### config.mk
export PLATFORM = sky130hd
export DESIGN_NAME = viterbi_ber_sequencer
export DESIGN_NICKNAME = d
export VERILOG_FILES = /design/src/rtl/viterbi_ber_sequencer.sv
export SDC_FILE = /design/constraint.sdc
export NUM_CORES = 1
export LEC_CHECK = 0
export BUFFER_PORTS_ARGS = -buffer_cell sky130_fd_sc_hd__buf_4
export CORE_AREA = 3 3 149 79
export CTS_CLUSTER_SIZE = 40
export DETAILED_ROUTE_END_ITERATION = 12
export DIE_AREA = 0 0 152 82
export GPL_TIMING_DRIVEN = 0
export PLACE_DENSITY_LB_ADDON = 0.15
export SKIP_LAST_GASP = 1
export SLEW_MARGIN = 10
export SYNTH_ARGS = -nofsm -noshare
export SYNTH_HDL_FRONTEND = slang
export SYNTH_SLANG_ARGS = --single-unit
### constraint.sdc
create_clock -name clk -period 7.2 [get_ports clk]
set_input_delay 1.08 -clock clk [delete_from_list [all_inputs] [get_ports clk]]
set_output_delay 1.08 -clock clk [all_outputs]
set_load 0.1 [all_outputs]
### src/rtl/viterbi_ber_sequencer.sv
// Frame-level controller for an encoder -> channel -> Viterbi decoder chain.
// Emits an LFSR payload followed by a zero tail, schedules a periodic burst
// error mask for the channel, and counts channel flips and decoded bit errors.
// rst is asynchronous and active low.
module viterbi_ber_sequencer #(
    parameter int          FRAME_LEN = 256,
    parameter int          TAIL_LEN  = 8,
    parameter int          DEC_LAT   = 24,
    parameter logic [15:0] SEED      = 16'hACE1
) (
    input  logic        clk,
    input  logic        rst,
    input  logic        start_i,
    input  logic [5:0]  err_period_i,
    input  logic [5:0]  err_burst_i,
    input  logic [1:0]  err_mode_i,
    input  logic        decoder_i,
    output logic        enable_enc_o,
    output logic        encoder_d_o,
    output logic [1:0]  err_mask_o,
    output logic        busy_o,
    output logic        done_o,
    output logic [15:0] bit_err_ct_o,
    output logic [15:0] dec_err_ct_o
);

    localparam int CNT_W = $clog2(FRAME_LEN + TAIL_LEN + DEC_LAT + 2);

    typedef enum logic [1:0] {S_IDLE, S_RUN, S_TAIL, S_DRAIN} state_t;

    state_t             state_reg, state_next;
    logic [CNT_W-1:0]   cnt_reg, cnt_next;
    logic               accept;
    logic               last_drain;
    logic               enc_en;
    logic               enc_d;

    logic [15:0]        lfsr_reg;
    logic [5:0]         period_reg;
    logic [5:0]         burst_reg;
    logic [1:0]         mode_reg;
    logic [5:0]         phase_reg;
    logic               corrupt;
    logic [1:0]         mask_reg;
    logic               done_reg;
    logic [15:0]        bit_err_reg;
    logic [15:0]        dec_err_reg;

    // Compare line: each stage holds {payload_valid, bit}.
    logic [1:0]         line_reg  [DEC_LAT];
    logic [1:0]         line_next [DEC_LAT];

    logic [1:0]         mask_pop;
    logic [16:0]        bit_sum;
    logic [16:0]        dec_sum;
    logic               dec_hit;

    // State register and phase counter within the current state.
    always_ff @(posedge clk or negedge rst) begin
        if (!rst) begin
            state_reg <= S_IDLE;
            cnt_reg   <= '0;
        end else begin
            state_reg <= state_next;
            cnt_reg   <= cnt_next;
        end
    end

    // Next-state logic and encoder drive.
    always_comb begin
        state_next = state_reg;
        cnt_next   = cnt_reg;
        accept     = 1'b0;
        last_drain = 1'b0;
        enc_en     = 1'b0;
        enc_d      = 1'b0;
        case (state_reg)
            S_IDLE: begin
                if (start_i) begin
                    accept     = 1'b1;
                    state_next = S_RUN;
                    cnt_next   = '0;
                end
            end
            S_RUN: begin
                enc_en = 1'b1;
                enc_d  = lfsr_reg[0];
                if (cnt_reg == CNT_W'(FRAME_LEN - 1)) begin
                    state_next = S_TAIL;
                    cnt_next   = '0;
                end else begin
                    cnt_next = cnt_reg + 1'b1;
                end
            end
            S_TAIL: begin
                enc_en = 1'b1;
                if (cnt_reg == CNT_W'(TAIL_LEN - 1)) begin
                    state_next = S_DRAIN;
                    cnt_next   = '0;
                end else begin
                    cnt_next = cnt_reg + 1'b1;
                end
            end
            S_DRAIN: begin
                if (cnt_reg == CNT_W'(DEC_LAT)) begin
                    state_next = S_IDLE;
                    cnt_next   = '0;
                    last_drain = 1'b1;
                end else begin
                    cnt_next = cnt_reg + 1'b1;
                end
            end
            default: begin
                state_next = S_IDLE;
                cnt_next   = '0;
            end
        endcase
    end

    // Latch the error configuration once per frame and step the payload LFSR.
    always_ff @(posedge clk or negedge rst) begin
        if (!rst) begin
            lfsr_reg   <= SEED;
            period_reg <= '0;
            burst_reg  <= '0;
            mode_reg   <= '0;
        end else if (accept) begin
            lfsr_reg   <= SEED;
            period_reg <= err_period_i;
            burst_reg  <= err_burst_i;
            mode_reg   <= err_mode_i;
        end else if (state_reg == S_RUN) begin
            lfsr_reg <= {lfsr_reg[0] ^ lfsr_reg[2] ^ lfsr_reg[3] ^ lfsr_reg[5],
                         lfsr_reg[15:1]};
        end
    end

    // The burst sits at the end of each period; a burst at least as long as
    // the period corrupts every symbol.
    always_comb begin
        corrupt = 1'b0;
        if (period_reg != 6'd0 && mode_reg != 2'd0) begin
            corrupt = (burst_reg >= period_reg) ||
                      (phase_reg >= (period_reg - burst_reg));
        end
    end

    // Symbol phase and registered channel mask; mode bit 0 targets sym[1].
    always_ff @(posedge clk or negedge rst) begin
        if (!rst) begin
            phase_reg <= '0;
            mask_reg  <= '0;
        end else begin
            if (accept) begin
                phase_reg <= '0;
            end else if (enc_en) begin
                if (phase_reg == period_reg - 6'd1) begin
                    phase_reg <= '0;
                end else begin
                    phase_reg <= phase_reg + 6'd1;
                end
            end
            if (enc_en && corrupt) begin
                mask_reg <= {mode_reg[0], mode_reg[1]};
            end else begin
                mask_reg <= 2'b00;
            end
        end
    end

    generate
        for (genvar gi = 0; gi < DEC_LAT; gi++) begin : g_line
            if (gi == 0) begin : g_head
                assign line_next[gi] = {state_reg == S_RUN, enc_d};
            end else begin : g_body
                assign line_next[gi] = line_reg[gi-1];
            end
        end
    endgenerate

    // Delay line that lines payload bits up with the decoder output.
    always_ff @(posedge clk or negedge rst) begin
        if (!rst) begin
            for (int i = 0; i < DEC_LAT; i++) begin
                line_reg[i] <= 2'b00;
            end
        end else begin
            line_reg <= line_next;
        end
    end

    assign mask_pop = {1'b0, mask_reg[1]} + {1'b0, mask_reg[0]};
    assign bit_sum  = {1'b0, bit_err_reg} + 17'(mask_pop);
    assign dec_hit  = line_reg[DEC_LAT-1][1] && (line_reg[DEC_LAT-1][0] != decoder_i);
    assign dec_sum  = {1'b0, dec_err_reg} + 17'(dec_hit);

    // Saturating per-frame error counters, cleared on an accepted start.
    always_ff @(posedge clk or negedge rst) begin
        if (!rst) begin
            bit_err_reg <= '0;
            dec_err_reg <= '0;
        end else if (accept) begin
            bit_err_reg <= '0;
            dec_err_reg <= '0;
        end else begin
            bit_err_reg <= bit_sum[16] ? 16'hFFFF : bit_sum[15:0];
            dec_err_reg <= dec_sum[16] ? 16'hFFFF : dec_sum[15:0];
        end
    end

    // One-cycle completion pulse as the drain finishes.
    always_ff @(posedge clk or negedge rst) begin
        if (!rst) begin
            done_reg <= 1'b0;
        end else begin
            done_reg <= last_drain;
        end
    end

    assign enable_enc_o = enc_en;
    assign encoder_d_o  = enc_d;
    assign err_mask_o   = mask_reg;
    assign busy_o       = (state_reg != S_IDLE);
    assign done_o       = done_reg;
    assign bit_err_ct_o = bit_err_reg;
    assign dec_err_ct_o = dec_err_reg;

endmodule
==> results.rst <==
.. list-table::
   :header-rows: 1

   * - Metric
     - Value
   * - Total I/O pin count
     - 56
   * - Highest cell delay on the worst timing path
     - 0.53 ns
   * - Setup slack of the most critical reg-to-reg path
     - 4.47 ns
   * - Setup repair after global routing missed its margin
     - false
   * - Slew Limit Headroom
     - 53.92%
   * - Quantity of I/O buffers inserted on ports
     - 55
   * - Required time of the critical path
     - 6.12 ns
   * - Number of antenna violations at the first check in global routing
     - 0
   * - Drt first-iter violations
     - 195
   * - R2R cell count
     - 10
   * - Average instance area after synthesis
     - 11.13 sq um
   * - Root Buffer Master
     - sky130_fd_sc_hd__clkbuf_16
   * - Synthesized-area fraction occupied by ao, oa, aoi and oai cells
     - 8.651%
   * - Static leakage power
     - 3.215 nW
   * - Bufs on Longest Clock Path
     - 2
   * - Die outline height
     - 82 um
   * - Synth Area in Simple Gates
     - 14.75%
   * - Fmax achieved
     - 0.2593 GHz
   * - Die Wd
     - 152 um
   * - Standard cell core area
     - 10680 sq um
   * - Full die area
     - 12460 sq um
   * - Worst-margin pin slew
     - 0.6859 ns
   * - Type of destination of the critical path
     - output port
   * - List of cells traversed by the critical path
     - inv_1 > ha_1 > clkbuf_1 > buf_1 > and2_1 > buf_4
   * - Crit share post-route
     - 53.57%
   * - Clock buffer count from CTS
     - 17
   * - Reg-to-reg critical path endpoint
     - bit_err_ct_o[3]
   * - Share of layout cells above drive strength 1
     - 18.87%
   * - Initial core utilization
     - 53.79%
   * - Critical register-to-register path startpoint
     - err_mask_o[0]
   * - Total overflow reported by the global router
     - 0
   * - Worst-Skew Late Latency
     - 0.42 ns
   * - Synth Area in XOR/XNOR
     - 6.254%
   * - Largest family of logic cells by synthesized area
     - simple AND/OR/NAND/NOR gates
   * - Time the final worst path needs with I/O delays and setup
     - 3.857 ns
   * - Min-Delay Startpoint
     - line_next[19]
   * - First-pass detailed-route iteration total
     - 7
   * - Number of buffers inserted by hold repair at cts
     - 0
   * - Antenna cells
     - 0
   * - Number of nets produced by synthesis
     - 562
   * - Post-route setup slack
     - 3.343 ns
   * - Routed wire length
     - 11280 um
   * - Area growth, synth to finish
     - 21.14%
   * - Distinct cell type count after synthesis
     - 53
   * - FF+latch count, synth
     - 130
   * - Setup tns final
     - 0 ns
   * - Count of clock tree sinks
     - 130
   * - Dominant register cell in the synthesized netlist
     - sky130_fd_sc_hd__dfrtp_1
   * - Number of levels in the clock H-tree
     - 4
   * - Post-synthesis sequential area ratio
     - 56.83%
   * - Reg clk slew, reported paths
     - 0.06 ns
   * - Placer Congestion
     - 0.8881
   * - Outcome
     - completed
   * - TritonCTS clock tree
     - built
   * - Number of cells on the worst hold path
     - 0
   * - IR drop worst, VDD
     - 0.0001719 V
   * - Overall via count from detail_route
     - 4019
   * - Detail-routed net length per standard cell
     - 15.06 um
   * - Total number of nets in the final design
     - 637
   * - Antenna-violating nets left
     - 0
   * - YS warnings
     - 0
   * - WS Path Type
     - flip-flop to output port
   * - Post-CTS Setup Bufs
     - 0
   * - Routed vias/inst
     - 5.366
   * - Worst min-delay path endpoint
     - line_next[17]
   * - Detailed placement HPWL
     - 7927 um
   * - Worst min-delay path class
     - flip-flop to flip-flop
   * - Global Route Usage Sum
     - 19.17%
   * - Post-cts repair resize count
     - 0
   * - Remaining design rule violation count
     - 0
   * - Global-route wire length before repair
     - 18850 um
   * - Worst-path maximum fanout
     - 10
   * - Number of placement rows
     - 27
   * - Pre-CTS setup slack
     - 3.776 ns
   * - Setup Viol. Count Final
     - 0
   * - Arrival time of the worst setup path
     - 2.78 ns
   * - Pwr dens
     - 268.5 nW/um^2
   * - Synthesized area
     - 5742 sq um
   * - Final Max Slew Viols
     - 0
   * - Number of hold violations in the final report
     - 0
   * - Multiplexer fraction of the synthesized cell area
     - 3.770%
   * - Synthesized-area fraction occupied by adder cells
     - 6.363%
   * - Number of enable-type register cells in the synthesized netlist
     - 0
   * - Number of standard cells after synthesis
     - 516
   * - Clock Skew
     - 0.008430 ns
   * - Vias in the first global route
     - 3686
   * - Flip-flop count of the largest register after layout
     - 46
   * - CP max-delay cell
     - sky130_fd_sc_hd__clkbuf_1
   * - Largest net degree at the start of global routing
     - 92
   * - Count of max-cap constraint violations
     - 0
   * - Crit path launch type
     - flip-flop
   * - Fraction of registers with async set/reset
     - 100.0%
==> cell families after synthesis <==
logic type | after synthesis
fa+ha+maj | 28
mux | 21
simple gates | 169
compound gates | 78
flops | 130
buf+inv | 49
xor+xnor | 41
==> through the flow <==
stage          power [mW]  hold WS, ns  util (%)  cells  instance area (sq um)
2_1_floorplan      0.9604       0.3312         -    516                   5742
3_3_place_gp        1.021       0.3332     59.35    716                   6336
3_5_place_dp        1.029       0.3347     59.65    717                   6367
4_1_cts             1.889       0.3459     65.15    749                   6955
5_1_grt             1.940       0.3486     65.15    749                   6955
6_report            1.867       0.3456     65.15    749                   6955
==> worst max-delay path by stage <==
stage	start	end
2_1_floorplan	state_reg[1]	encoder_d_o
3_3_place_gp	state_reg[1]	encoder_d_o
3_5_place_dp	state_reg[1]	encoder_d_o
4_1_cts	state_reg[1]	encoder_d_o
5_1_grt	state_reg[1]	encoder_d_o
6_report	state_reg[1]	encoder_d_o
==> synthesized netlist by cell type, drive strengths merged, types with 7 or more instances <==
cell type / n / area, sq um
nand4: 11 / 68.82
nor2: 29 / 108.9
clkbuf: 11 / 41.29
xnor2: 19 / 166.4
nand3: 27 / 147.6
xor2: 22 / 192.7
dfrtp: 122 / 3053
ha: 26 / 325.3
mux2i: 19 / 190.2
nand2: 57 / 214.0
dfstp: 8 / 210.2
nor3: 10 / 55.05
nand2b: 7 / 43.79
inv: 34 / 127.6
o21ai: 20 / 100.1
a21oi: 37 / 185.2
==> cell usage in the layout (no fill, tap or decap), types with 5 or more instances in the layout <==
cell type                   Yosys  layout
sky130_fd_sc_hd__a211oi_1       6       6
sky130_fd_sc_hd__nand4_1       11      11
sky130_fd_sc_hd__and3_1         5       5
sky130_fd_sc_hd__inv_8          0       6
sky130_fd_sc_hd__ha_1          26      26
sky130_fd_sc_hd__nand2b_1       7       7
sky130_fd_sc_hd__clkbuf_16      0      17
sky130_fd_sc_hd__nor2_1        29      29
sky130_fd_sc_hd__nand2_1       57      57
sky130_fd_sc_hd__and2_1         5       5
sky130_fd_sc_hd__nor3_1         9       9
sky130_fd_sc_hd__o21ai_0       17      17
sky130_fd_sc_hd__mux2i_1       19      19
sky130_fd_sc_hd__dfrtp_1      122     122
sky130_fd_sc_hd__inv_6          0       5
sky130_fd_sc_hd__nand3_1       26      26
sky130_fd_sc_hd__a21oi_1       37      37
sky130_fd_sc_hd__xnor2_1       19      19
sky130_fd_sc_hd__inv_1         34      34
sky130_fd_sc_hd__clkbuf_1      11      11
sky130_fd_sc_hd__buf_4          0      54
sky130_fd_sc_hd__dfstp_2        8       8
sky130_fd_sc_hd__xor2_1        22      22
==> report_power, final <==
part	switching, mW	internal (mW)
registers	0.0237	0.753
clock network	0.360	0.494
logic	0.176	0.0613
==> final cells by class <==
cell class / instances / area, sq um
well taps: 145 / 181.4
multi-input cells: 337 / 2285
plain buffers: 15 / 66.31
flip-flops and latches: 130 / 3263
clock buffers: 17 / 425.4
fillers: 847 / 3720
repair buffers: 56 / 444.2
inverters: 34 / 127.6
clock inverters: 15 / 162.7
==> metal layers <==
layer	vias up	wire length [um]	track usage, %
met5	-	0	0
met4	0	122	6.726
met3	12	686	4.842
li1	1913	-	-
met2	109	4690	25.71
met1	1985	5780	29.77
==> critical path, delay by kind of cell (launching register included) <==
family / cells / cell delay [ns]
buf+inv: 4 / 1.46
flops: 1 / 0.42
simple gates: 1 / 0.26
fa+ha+maj: 1 / 0.21
Note: power is estimated with default switching activity, not from simulation.
